**src/rtl/gb_pkg.sv**
```systemverilog
// Shared definitions for the cartridge backup-RAM / SD save engine:
// controller states, MBC2 type codes and the header RAM-size decode.
package gb_pkg;

  typedef enum logic [1:0] {
    ST_IDLE = 2'd0,
    ST_REQ  = 2'd1,
    ST_XFER = 2'd2,
    ST_NEXT = 2'd3
  } bk_state_t;

  localparam logic [7:0] MBC2_TYPE_A = 8'h05;
  localparam logic [7:0] MBC2_TYPE_B = 8'h06;

  // Number of 512-byte sectors backing the cartridge RAM; MBC2 has 512x4 bits on-chip.
  function automatic logic [8:0] sector_count(input logic [7:0] ram_size,
                                              input logic [7:0] mbc_type);
    logic [8:0] n;
    case (ram_size)
      8'h00:   n = 9'd0;
      8'h01:   n = 9'd4;
      8'h02:   n = 9'd16;
      8'h03:   n = 9'd64;
      8'h04:   n = 9'd256;
      8'h05:   n = 9'd128;
      default: n = 9'd0;
    endcase
    return ((mbc_type == MBC2_TYPE_A) || (mbc_type == MBC2_TYPE_B)) ? 9'd1 : n;
  endfunction

endpackage

```
**src/rtl/bkram_sd.sv**
```systemverilog
// Moves cartridge backup RAM between the core and the SD save image, sector by sector.
// Optional build macro BKRAM_AUTOSAVE_EN: closing the OSD with autosave set requests a save.
module bkram_sd
  import gb_pkg::*;
#(
  parameter int ADDR_W = 16
) (
  input  logic              clk_sys,
  input  logic              reset,
  input  logic [7:0]        cart_ram_size,
  input  logic [7:0]        cart_mbc_type,
  input  logic              img_mounted,
  input  logic              img_readonly,
  input  logic [63:0]       img_size,
  input  logic              bk_save,
  input  logic              bk_dirty,
  input  logic              osd_status,
  input  logic              autosave,
  output logic [31:0]       sd_lba,
  output logic              sd_rd,
  output logic              sd_wr,
  input  logic              sd_ack,
  input  logic [7:0]        sd_buff_addr,
  input  logic [15:0]       sd_buff_dout,
  input  logic              sd_buff_wr,
  output logic [15:0]       sd_buff_din,
  output logic [ADDR_W-1:0] bk_addr,
  output logic [15:0]       bk_din,
  output logic              bk_we,
  input  logic [15:0]       bk_q,
  output logic              bk_loading,
  output logic              bk_pending,
  output logic              bk_busy
);

  bk_state_t         state;
  bk_state_t         state_next;
  logic              dir;
  logic              dir_next;
  logic              rd_next;
  logic              wr_next;
  logic [31:0]       lba_next;
  logic              we_next;
  logic [8:0]        n_sectors;
  logic [31:0]       last_lba;
  logic              last_sector;
  logic              save_trig;
  logic              save_req;
  logic              dirty_in_save;
  logic              img_valid;
  logic              img_ro;
  logic              ack_q;
  logic              ack_fall;
  logic              start_load;
  logic              start_save;
  logic              finish;
  logic [ADDR_W-1:0] wr_addr;

`ifdef BKRAM_AUTOSAVE_EN
  logic osd_q;

  // OSD state delayed by one cycle to spot the menu closing
  always_ff @(posedge clk_sys) begin
    if (reset) begin
      osd_q <= 1'b0;
    end else begin
      osd_q <= osd_status;
    end
  end

  assign save_trig = bk_save | (osd_q & ~osd_status & autosave);
`else
  logic unused_cfg;
  assign unused_cfg = osd_status ^ autosave;
  assign save_trig  = bk_save;
`endif

  assign n_sectors   = sector_count(cart_ram_size, cart_mbc_type);
  assign last_lba    = {23'd0, n_sectors} - 32'd1;
  assign last_sector = (n_sectors == 9'd0) || (sd_lba >= last_lba);
  assign ack_fall    = ack_q & ~sd_ack;

  // A new mount always wins over a save requested in the same cycle
  assign start_load = (state == ST_IDLE) && img_mounted &&
                      (img_size != 64'd0) && (n_sectors != 9'd0);
  assign start_save = (state == ST_IDLE) && !start_load && save_req && bk_pending &&
                      (n_sectors != 9'd0) && img_valid && !img_ro;
  assign finish     = (state == ST_NEXT) && last_sector;

  assign bk_busy     = (state != ST_IDLE);
  assign sd_buff_din = bk_q;
  assign bk_addr     = ((state == ST_XFER) && dir) ? ADDR_W'({sd_lba, sd_buff_addr}) : wr_addr;

  // State register
  always_ff @(posedge clk_sys) begin
    if (reset) begin
      state <= ST_IDLE;
    end else begin
      state <= state_next;
    end
  end

  // Next-state logic
  always_comb begin
    state_next = state;
    case (state)
      ST_IDLE: begin
        if (start_load || start_save) state_next = ST_REQ;
        else                          state_next = ST_IDLE;
      end
      ST_REQ: begin
        if (sd_ack) state_next = ST_XFER;
        else        state_next = ST_REQ;
      end
      ST_XFER: begin
        if (ack_fall) state_next = ST_NEXT;
        else          state_next = ST_XFER;
      end
      ST_NEXT: begin
        if (last_sector) state_next = ST_IDLE;
        else             state_next = ST_REQ;
      end
      default: state_next = ST_IDLE;
    endcase
  end

  // Next values of the registered SD request, sector address and direction
  always_comb begin
    rd_next  = sd_rd;
    wr_next  = sd_wr;
    lba_next = sd_lba;
    dir_next = dir;
    we_next  = (state == ST_XFER) && !dir && sd_buff_wr;
    case (state)
      ST_IDLE: begin
        if (start_load) begin
          dir_next = 1'b0;
          lba_next = 32'd0;
          rd_next  = 1'b1;
          wr_next  = 1'b0;
        end else if (start_save) begin
          dir_next = 1'b1;
          lba_next = 32'd0;
          rd_next  = 1'b0;
          wr_next  = 1'b1;
        end else begin
          rd_next  = 1'b0;
          wr_next  = 1'b0;
        end
      end
      ST_REQ: begin
        if (sd_ack) begin
          rd_next = 1'b0;
          wr_next = 1'b0;
        end else begin
          rd_next = ~dir;
          wr_next = dir;
        end
      end
      ST_XFER: begin
        rd_next = 1'b0;
        wr_next = 1'b0;
      end
      ST_NEXT: begin
        if (last_sector) begin
          rd_next = 1'b0;
          wr_next = 1'b0;
        end else begin
          lba_next = sd_lba + 32'd1;
          rd_next  = ~dir;
          wr_next  = dir;
        end
      end
      default: begin
        rd_next = 1'b0;
        wr_next = 1'b0;
      end
    endcase
  end

  // Registered SD-side outputs
  always_ff @(posedge clk_sys) begin
    if (reset) begin
      sd_rd  <= 1'b0;
      sd_wr  <= 1'b0;
      sd_lba <= 32'd0;
      dir    <= 1'b0;
    end else begin
      sd_rd  <= rd_next;
      sd_wr  <= wr_next;
      sd_lba <= lba_next;
      dir    <= dir_next;
    end
  end

  // Status flags, save latch, image info and the RAM write port
  always_ff @(posedge clk_sys) begin
    if (reset) begin
      ack_q         <= 1'b0;
      img_valid     <= 1'b0;
      img_ro        <= 1'b0;
      save_req      <= 1'b0;
      dirty_in_save <= 1'b0;
      bk_loading    <= 1'b0;
      bk_pending    <= 1'b0;
      bk_we         <= 1'b0;
      bk_din        <= 16'd0;
      wr_addr       <= '0;
    end else begin
      ack_q <= sd_ack;
      bk_we <= we_next;
      if (img_mounted) begin
        img_valid <= (img_size != 64'd0);
        img_ro    <= img_readonly;
      end
      // The latch is consumed whenever IDLE does not start a load, serviced or not
      if (save_trig) begin
        save_req <= 1'b1;
      end else if ((state == ST_IDLE) && !start_load) begin
        save_req <= 1'b0;
      end
      if (start_load) begin
        bk_loading <= 1'b1;
      end else if (finish && !dir) begin
        bk_loading <= 1'b0;
      end
      // Writes landing during a save may have missed the image, so keep them pending
      if (start_save) begin
        dirty_in_save <= bk_dirty;
      end else if (bk_dirty && (state != ST_IDLE) && dir) begin
        dirty_in_save <= 1'b1;
      end
      if (finish && dir) begin
        bk_pending <= dirty_in_save | bk_dirty;
      end else if (bk_dirty && !bk_loading) begin
        bk_pending <= 1'b1;
      end
      if (we_next) begin
        bk_din  <= sd_buff_dout;
        wr_addr <= ADDR_W'({sd_lba[7:0], sd_buff_addr});
      end
    end
  end

endmodule

```
**config.mk**
```make
export PLATFORM = sky130hd
export DESIGN_NAME = bkram_sd
export DESIGN_NICKNAME = d
export VERILOG_FILES = /design/src/rtl/gb_pkg.sv /design/src/rtl/bkram_sd.sv
export SDC_FILE = /design/constraint.sdc
export NUM_CORES = 1
export LEC_CHECK = 0
export ABC_AREA = 1
export BUFFER_PORTS_ARGS = -buffer_cell sky130_fd_sc_hd__buf_2
export CAP_MARGIN = 15
export CORE_UTILIZATION = 40
export CTS_BUF_LIST = sky130_fd_sc_hd__clkbuf_4
export DETAILED_ROUTE_END_ITERATION = 8
export GPL_ROUTABILITY_DRIVEN = 0
export PLACE_DENSITY = 0.68
export RECOVER_POWER = 25
export SLEW_MARGIN = 25
export SYNTH_ARGS = -nofsm -noshare
export SYNTH_HDL_FRONTEND = slang
export SYNTH_SLANG_ARGS = --single-unit
```
**constraint.sdc**
```tcl
create_clock -name clk_sys -period 3.2 [get_ports clk_sys]
set_input_delay 0.16 -clock clk_sys [delete_from_list [all_inputs] [get_ports clk_sys]]
set_output_delay 0.16 -clock clk_sys [all_outputs]
set_load 0.05 [all_outputs]
```
==> flow_summary.toml, run 1 <==
[hold_path]
hold_class = "input pin to flip-flop"

[sta]
finalCritPeriodShare = 0.8200
relSlewSlack = 0.3551
max_freq_mhz = 381.1
grt_setup_unrepaired = "no"
hold_viol_final = 0
setup-violations-final = 0
finalSetupTns_ps = 0
worst_pin_slew_ps = 966.3
fin_skew_ps = 24.96
period_minus_slack_ps = 2624
slew_violations = 0

[die]
start_util = 0.4156
die_h_um = 117.4
die_x_um = 117.4
die-area_sq_um = 13790
num_io_pins = 216
fp.coreArea_sq_um = 12820
fp-row-count = 41

[clock_tree]
cts_hold_buf = 31
clock-root-buffer = "clkbuf_4"
cts_sinks = 77
worstSkewPairLatency_ps = 460
clk_transition_reported_paths_ps = 130
post-cts-setup-buffers = 0
cts.repair.resized = 0
numCtsBuffers = 9
cts_tree = "built"
cts_buffer_depth = 2
h-tree-depth = 3

[detailed_routing]
drtAntennaViolNets = 0
drt_iter0_markers = 424
drc = 0
wl_per_cell_um = 12.55
vias_per_cell = 4.890
first_pass_iters = 6
vias = 5819
routed_wl_um = 14940

[yosys]
synth_ff_type = "dfxtp_1"
synth_area_leaders = "dfxtp_1, nand2_1, nor2_1"
synthesis.instances = 820
syn_area_per_cell_sq_um = 6.500
synth_nets = 983
synth-async-reset-ratio = 0
synth_top_area_share = 0.2892
yosysWarnings = 0
syn-cell-area_sq_um = 5330
yosys.area.top_type = "dfxtp_1"
synth_seq_cells = 77
post_synth_num_cell_types = 35
synth-edff-count = 0
ys_seq_area_frac = 0.2892

[power_and_ir_drop]
p_comb_frac = 0.112
p_leak_nw = 3.124
fin_total_pwr_mw = 1.715
p_switching_mw = 0.4802
seqPwrFrac = 0.565
ir_drop_uv = 182.0
internal-power_mw = 1.235
clkPwrFrac = 0.324
p_sw_frac = 0.2800
p_per_area_nw_per_um2 = 254.8

[setup_path]
worst_setup_path_end_kind = "flip-flop"
start_kind = "input pin"
crit_start = "cart_mbc_type[5]"
crit_path_max_fanout = 28
worst_r2r_endpoint = "sd_lba[3]"
crit_required_ps = 3580
r2r_start = "sd_lba[21]"
path_cells = "buf_2 -> nor2_1 -> nand2_1 -> nor2_2 -> nor2_2 -> nor2_4 -> nand2_1 -> buf_12 -> ha_1 -> nand2_1 -> nor2_1 -> nand4_1 -> nor3_2 -> nand2_1 -> nand4_4 -> nand2_4 -> nand2_2 -> buf_12 -> nand2_1 -> a21oi_1"
rrSetupSlack_ps = 810
crit_path_max_incr_delay_ps = 310
cp_common_cell = "nand2_1"
ff2ff_path_depth = 12
cp-endpoint = "sd_lba[3]"
critical_path_class = "input pin to flip-flop"
cp.arrival_ps = 3000
cpMaxStageDelayCell = "nor3_2"

[place]
place_hpwl_um = 11530
placed_area_sq_um = 6326
io_buffer_count = 181

[run]
cap_violations = 0

[grt]
grt_remaining_overflow = 0
antenna_found_initial = 0
grt_max_degree = 40
track_usage = 0.2251
grt_pass1_wl_um = 25430
grt_pass1_vias = 5450

[final_layout]
fillCellCount = 1350
fin_area_sq_um = 6731
drive_gt1_frac = 0.2200
area_growth_pct = 26.29
fin_nets = 1176
diodes = 0

[outcome]
status = "completed"
-- Yosys cell counts, types with 2 or more instances --
library cell	number
xor2_1	13
a21o_1	2
buf_2	6
ha_1	33
nand3_1	52
nand2_1	168
nor3_1	21
nor2_4	3
nand2_2	2
o21ai_0	46
nand3_2	4
buf_6	3
buf_4	16
nor3_2	3
nand4_1	19
inv_2	4
xnor2_1	11
mux2_2	8
nor2_2	6
nor4_1	2
nor2_1	167
dfxtp_1	77
nand2_4	2
inv_1	66
a21oi_1	58
clkbuf_1	19
-- power groups by stage --
stage | clock, mW | sequential [mW] | combinational [mW]
5_1_grt | 0.618 | 0.970 | 0.217
4_1_cts | 0.577 | 0.969 | 0.193
3_3_place_gp | 0 | 0.989 | 0.161
2_1_floorplan | 0 | 0.996 | 0.123
6_report | 0.555 | 0.969 | 0.192
3_5_place_dp | 0 | 0.989 | 0.163
-- through the flow --
step / setup WS [ps] / std cells / hold slack (ps) / utilization
final: 576.1 / 1190 / 207.0 / 0.5249
after global routing: 250.9 / 1190 / 204.9 / 0.5249
after CTS: 625.6 / 1190 / 185.1 / 0.5270
after detailed placement: 152.8 / 1143 / 320.3 / 0.4933
after global placement: 168.2 / 1143 / 320.3 / 0.4933
after floorplan: 376.9 / 820 / 277.4 / -
-- critical path: cells and delay by family --
family                     cells  cell delay, ps
AOI/OAI and AO/OA              1             120
adders and majority gates      1             300
buffers and inverters          3             460
and+or+nand+nor               15            1930
-- layout make-up --
cell class                      count  area (sq um)  area share
Clock buffer                        9         67.56     0.01004
Timing Repair Buffer              226          1319      0.1959
Sequential cell                    77          1541      0.2290
Multi-Input combinational cell    629          3271      0.4859
Inverter                           70         262.8     0.03903
Tap cell                          172         215.2     0.03197
Clock inverter                      7         55.05    0.008178
-- metal layers --
| layer | GRT usage | routed length (um) | vias up | share of wire |
|---|---|---|---|---|
| li1 | - | - | 3037 | - |
| met1 | 0.2558 | 6274 | 2591 | 0.42 |
| met2 | 0.4253 | 7711 | 169 | 0.52 |
| met3 | 0.03745 | 682 | 22 | 0.046 |
| met4 | 0.06575 | 267 | 0 | 0.018 |
| met5 | 0 | 0 | - | 0 |
-- kinds of logic (layout without fill, tap and decap cells) --
group | Yosys count | after routing | synth area share
AOI/OAI and AO/OA | 108 | 108 | 0.1028
xor gates and xnor gates | 24 | 24 | 0.03944
adders and majority gates | 33 | 33 | 0.07747
buffers and inverters | 114 | 312 | 0.09718
DFF | 77 | 77 | 0.2892
muxes | 8 | 8 | 0.01690
and+or+nand+nor | 456 | 456 | 0.3770
-- worst min-delay path by stage --
stage	from	endpoint	slack, ps	depth (start not counted)
final	reset	bk_we	210	3
after floorplan	bk_save	save_req	280	2
after CTS	reset	bk_we	190	3
after global routing	reset	save_req	200	3
after detailed placement	bk_q[0]	sd_buff_din[0]	320	0
after global placement	bk_q[0]	sd_buff_din[0]	320	0
-- placed cells by master, fill, tap and decap left out, types with 2 or more instances in the layout --
cell type        n
a21o_1           2
a21oi_1         58
buf_12           2
buf_2          159
buf_4           12
clkbuf_1        22
clkbuf_4         9
dfxtp_1         77
dlygate4sd3_1   31
ha_1            33
inv_1           66
inv_2            4
inv_6            3
mux2_2           8
nand2_1        168
nand2_2          2
nand2_4          2
nand3_1         52
nand3_2          4
nand4_1         19
nor2_1         167
nor2_2           6
nor2_4           3
nor3_1          21
nor3_2           3
nor4_1           2
o21ai_0         46
xnor2_1         11
xor2_1          13
-- registers in the layout, summed over array words and instances (netlist names), named ones only --
register	count
ack_q	1
bk_din	16
bk_loading	1
bk_pending	1
bk_we	1
dir	1
dirty_in_save	1
img_ro	1
img_valid	1
save_req	1
sd_lba	32
sd_rd	1
sd_wr	1
state	1
wr_addr	16
(Power assumes the default switching activity.)
==> run 2: changes to the inputs <==
--- a/config.mk
+++ b/config.mk
@@ -12,7 +12,7 @@
 export CTS_BUF_LIST = sky130_fd_sc_hd__clkbuf_4
 export DETAILED_ROUTE_END_ITERATION = 8
 export GPL_ROUTABILITY_DRIVEN = 0
-export PLACE_DENSITY = 0.68
+export PLACE_DENSITY = 0.71
 export RECOVER_POWER = 25
 export SLEW_MARGIN = 25
 export SYNTH_ARGS = -nofsm -noshare
==> constraint.sdc (replaced) <==
create_clock -name clk_sys -period 2.4 [get_ports clk_sys]
set_input_delay 0.12 -clock clk_sys [delete_from_list [all_inputs] [get_ports clk_sys]]
set_output_delay 0.12 -clock clk_sys [all_outputs]
set_load 0.05 [all_outputs]
==> run 2 against run 1 <==
  * Clock power grew 70%
  * Critical path depth rose by 2
  * Sequential share of layout area decreased by 2.1 points
  * Cell count grew 3.8%
  * Die area unchanged
  * Critical path type unchanged
==> flow_summary.toml, run 2 (synthesis results as in run 1) <==
[outcome]
status = "completed"

[setup_path]
ff2ff_path_depth = 18
worst_r2r_endpoint = "sd_lba[21]"
crit_required_ps = 2800
worst_setup_path_end_kind = "flip-flop"
crit_path_max_fanout = 8
critical_path_class = "input pin to flip-flop"
start_kind = "input pin"
cp.arrival_ps = 2760
r2r_start = "sd_lba[0]"
rrSetupSlack_ps = 160

[detailed_routing]
vias_per_cell = 5.002
drtAntennaViolNets = 0
routed_wl_um = 17000
vias = 6177
first_pass_iters = 6
drt_iter0_markers = 432
wl_per_cell_um = 13.76
drc = 0

[power_and_ir_drop]
ir_drop_uv = 348.1
p_per_area_nw_per_um2 = 340.2
p_leak_nw = 3.561

[clock_tree]
clk_transition_reported_paths_ps = 130
h-tree-depth = 3
worstSkewPairLatency_ps = 470
cts_buffer_depth = 2
clock-root-buffer = "clkbuf_4"
numCtsBuffers = 9
cts_tree = "built"
cts_sinks = 77

[sta]
finalCritPeriodShare = 0.9836
grt_setup_unrepaired = "yes"
slew_violations = 0
worst_pin_slew_ps = 529.7
setup-violations-final = 0
layout_setup_ws_ps = 39.31
hold_viol_final = 0
max_freq_mhz = 423.6
relSlewSlack = 0.6436
fin_skew_ps = 12.90
period_minus_slack_ps = 2361

[place]
io_buffer_count = 181
place_ws_ps = -425.0
place_hpwl_um = 12460
dpl.cell_count = 1181

[final_layout]
fillCellCount = 1240
layout_common_cells = "buf_2, nor2_1, nand2_1"
largest_register = "sd_lba"
area_growth_pct = 38.76
final_cells = 1235
largest_reg_flops = 32
drive_gt1_frac = 0.3023
fin_nets = 1220
final_common_cell = "buf_2"
largestRegisters = "sd_lba: 32 flops, bk_din: 16 flops, wr_addr: 16 flops"

[hold_path]
min-delay-start = "sd_buff_wr"
hold_class = "input pin to flip-flop"
hold_end = "bk_we"
holdPathStages = 4

[die]
fp.coreArea_sq_um = 12820
start_util = 0.4156
num_io_pins = 216
die_x_um = 117.4
die-area_sq_um = 13790
die_h_um = 117.4
fp-row-count = 41

[grt]
track_usage = 0.2416
grt_pass1_wl_um = 26840
grt_remaining_overflow = 0
antenna_found_initial = 1
grt_max_degree = 41
grt_pass1_vias = 5766

[run]
cap_violations = 0
## run 2: cell types whose count changed in the layout (fill, tap and decap cells not counted), moves of 6 or more
| cell | previous run | this run |
|---|---|---|
| buf_4 | 12 | 48 |
| buf_2 | 159 | 181 |
| clkbuf_1 | 22 | 0 |
| nand2_1 | 168 | 157 |
| a21oi_1 | 58 | 50 |
| a21oi_2 | 0 | 8 |
| nand2_2 | 2 | 8 |
## run 2: final cells by class
type / count / area [sq um] / area share
diodes: 1 / 2.502 / 0.0003384
clock buffers: 10 / 75.07 / 0.01015
multi-input cells: 629 / 3463 / 0.4683
repair buffers: 270 / 1742 / 0.2355
well taps: 172 / 215.2 / 0.02910
flip-flops and latches: 77 / 1541 / 0.2084
inverters: 70 / 262.8 / 0.03553
clock inverters: 6 / 93.84 / 0.01269
## run 2: how the worst max path moves through the flow
stage / startpoint / endpoint / slack (ps) / depth (start not counted)
final: cart_mbc_type[0] / sd_lba[21] / 40 / 22
after global routing: cart_mbc_type[0] / sd_lba[20] / -70 / 22
after CTS: cart_mbc_type[5] / sd_lba[15] / 80 / 21
after detailed placement: cart_mbc_type[5] / sd_lba[15] / -430 / 21
after global placement: cart_mbc_type[5] / sd_lba[15] / -380 / 19
after floorplan: cart_ram_size[4] / sd_lba[3] / 9 / 19
## run 2: stage by stage
stage | total power, mW | utilization | TNS (ps) | hold slack, ps | instance area (sq um)
2_1_floorplan | 1.493 | - | 0 | 237.4 | 5354
3_3_place_gp | 1.539 | 0.5183 | -11630 | 240.3 | 6648
3_5_place_dp | 1.543 | 0.5183 | -13570 | 240.3 | 6648
4_1_cts | 2.529 | 0.5567 | 0 | 101.3 | 7139
5_1_grt | 2.625 | 0.5767 | -1632 | 159.3 | 7396
6_report | 2.516 | 0.5767 | 0 | 135.6 | 7396
## run 2: routing by layer
layer | routed length, um | global-route usage
met1 | 7023 | 0.2847
met2 | 8450 | 0.4275
met3 | 1030 | 0.05253
met4 | 495 | 0.08523
met5 | 0 | 0
## run 2: report_power, final
part	total, mW	switching, mW	internal [mW]
logic	0.279	0.135	0.144
registers	1.29	0.00446	1.29
clock network	0.946	0.503	0.442
total	2.52	0.643	1.87
## run 2: worst max-delay path, cell delays in order
cell and delay, ps:
buf_2 100, inv_1 40, nand2_1 50, nand2_2 80, nand2_2 60, nor2_4 140
nor2_4 50, nor2_4 170, nand2_8 100, buf_6 140, ha_4 270, nand2_4 60
nor2_4 100, nand4_1 150, nor3_4 290, nand2_2 120, nand4_4 130, nand2_4 100
nand2_8 140, clkbuf_16 170, nand2_1 50, a21oi_1 130
## run 2: timing repair
action | 4_1_cts | 5_1_grt
setup endpoints to repair | 9 | 34
buffers inserted | 0 | 3
hold buffers | 32 | 0
hold endpoints to repair | 34 | 0
resized for setup | 1 | 45
pin swaps | 0 | 18
gates cloned | 0 | 2
==> run 3: changes to the inputs <==
--- a/config.mk
+++ b/config.mk
@@ -14,6 +14,7 @@
 export GPL_ROUTABILITY_DRIVEN = 0
 export PLACE_DENSITY = 0.71
 export RECOVER_POWER = 25
+export SETUP_SLACK_MARGIN = 0.3
 export SLEW_MARGIN = 25
 export SYNTH_ARGS = -nofsm -noshare
 export SYNTH_HDL_FRONTEND = slang
==> run 3 against run 2 <==
  * Sequential share of layout area shrank 1.7 points
  * Combinational power grew 9.3%
  * Power down 2.2%
  * Clock-buffer cell count shrank 1
  * Utilization rose by 5.1 points
  * Sequential power about the same
  * Via count increased by 4.2%
  * Non-clock buffer count increased by 18
  * Critical endpoint is now sd_lba[29]
==> flow_summary.toml, run 3 (synthesis results as in run 1) <==
[setup_path]
critical_path_class = "input pin to flip-flop"
cp.arrival_ps = 2730
crit_path_max_fanout = 8
crit_start = "cart_ram_size[5]"
worst_setup_path_end_kind = "flip-flop"
crit_required_ps = 2730
start_kind = "input pin"
r2r_start = "sd_lba[22]"

[sta]
max_freq_mhz = 417.7
finalSetupTns_ps = 0
finalCritPeriodShare = 0.9975
setup-violations-final = 0
worst_pin_slew_ps = 896.4
slew_violations = 0
relSlewSlack = 0.4024
period_minus_slack_ps = 2394
hold_viol_final = 0
whs_ps = 26.13
fin_skew_ps = 19.89
grt_setup_unrepaired = "yes"
layout_setup_ws_ps = 5.952

[power_and_ir_drop]
ir_drop_uv = 350.0
fin_total_pwr_mw = 2.462
p_per_area_nw_per_um2 = 305.9
p_leak_nw = 3.600

[place]
place_ws_ps = -474.0
place_hpwl_um = 12520
io_buffer_count = 181
dpl.cell_count = 1185

[grt]
grt_max_degree = 39
grt_pass1_wl_um = 28010
grt_pass1_vias = 5786
track_usage = 0.2513
antenna_found_initial = 0
grt_remaining_overflow = 0

[final_layout]
area_growth_pct = 50.96
drive_gt1_frac = 0.3514
final_common_cell = "buf_2"
largest_register = "sd_lba"
final_cells = 1259
largestRegisters = "sd_lba: 32 flops, bk_din: 16 flops, wr_addr: 16 flops"
fillCellCount = 1162
layout_common_cells = "buf_2, nor2_1, nand2_1"
fin_nets = 1245
diodes = 0
largest_reg_flops = 32

[clock_tree]
cts_tree = "built"
clk_transition_reported_paths_ps = 140
h-tree-depth = 3
clock-root-buffer = "clkbuf_4"
worstSkewPairLatency_ps = 460
cts_sinks = 77
numCtsBuffers = 9
cts_buffer_depth = 2

[detailed_routing]
vias = 6438
drt_iter0_markers = 539
drc = 0
wl_met3_um = 1073
vias_per_cell = 5.114
routed_wl_um = 18040
highest-signal-layer = "met4"
wl_met1_um = 7003
drtAntennaViolNets = 0
wl_per_cell_um = 14.33
met2_length_um = 9139
first_pass_iters = 5

[hold_path]
hold_class = "input pin to flip-flop"
min-delay-start = "reset"

[die]
die_h_um = 117.4
num_io_pins = 216
start_util = 0.4156
fp-row-count = 41
die_x_um = 117.4
fp.coreArea_sq_um = 12820
die-area_sq_um = 13790

[run]
cap_violations = 0

[outcome]
status = "completed"
run 3: cell type report:
cell class                 instances  area, sq um  area share
sequential                        77         1541      0.1916
multi-input combinational        636         3896      0.4842
clock inverter                     7        83.83     0.01042
clock buffer                       9        67.56    0.008397
timing repair buffer             288         1972      0.2451
inverter                          70        270.3     0.03359
tap                              172        215.2     0.02675
run 3: routing by layer:
layer,global-route usage,vias to the layer above
met3,0.03794,52
met4,0.1226,0
li1,-,3203
met1,0.2832,2906
met5,0,-
met2,0.4582,277
run 3: stage by stage:
step | cell area (sq um) | util
6_report | 8046 | 0.6274
5_1_grt | 8046 | 0.6274
4_1_cts | 7776 | 0.6063
3_5_place_dp | 6807 | 0.5307
3_3_place_gp | 6807 | 0.5307
2_1_floorplan | 5523 | -
run 3: power breakdown:
part	total [mW]	internal [mW]	switching (mW)
combinational	0.305	0.156	0.149
sequential	1.29	1.29	0.00436
clock	0.865	0.339	0.527
run 3: path summary, 6_finish.rpt:
kind,slack [ps],endpoint,cells past startpoint
min,30,flip-flop,4
max,6,sd_lba[29],22
max reg2reg,200,sd_lba[29],12
min reg2reg,480,dirty_in_save,2
run 3: critical path, stage by stage:
cell,delay [ps]
buf_6,90
inv_2,40
nand2_2,60
nor2_4,170
nand3b_1,150
nor2_4,130
nor2_4,40
buf_12,130
buf_12,120
nand2_8,100
ha_4,210
nand4_1,180
inv_1,70
nand2_2,80
nand2_2,70
a21oi_4,160
nand4_4,220
nand2_8,170
buf_12,120
nand2_8,100
nand2_1,100
a21oi_1,60
run 3: timing repair:
| action | in CTS | in global routing |
|---|---|---|
| hold endpoints to repair | 30 | 0 |
| hold buffers | 31 | 0 |
| resized for setup | 49 | 50 |
| buffers inserted | 12 | 5 |
| pin swaps | 14 | 28 |
| gates cloned | 7 | 3 |
| setup endpoints to repair | 37 | 53 |
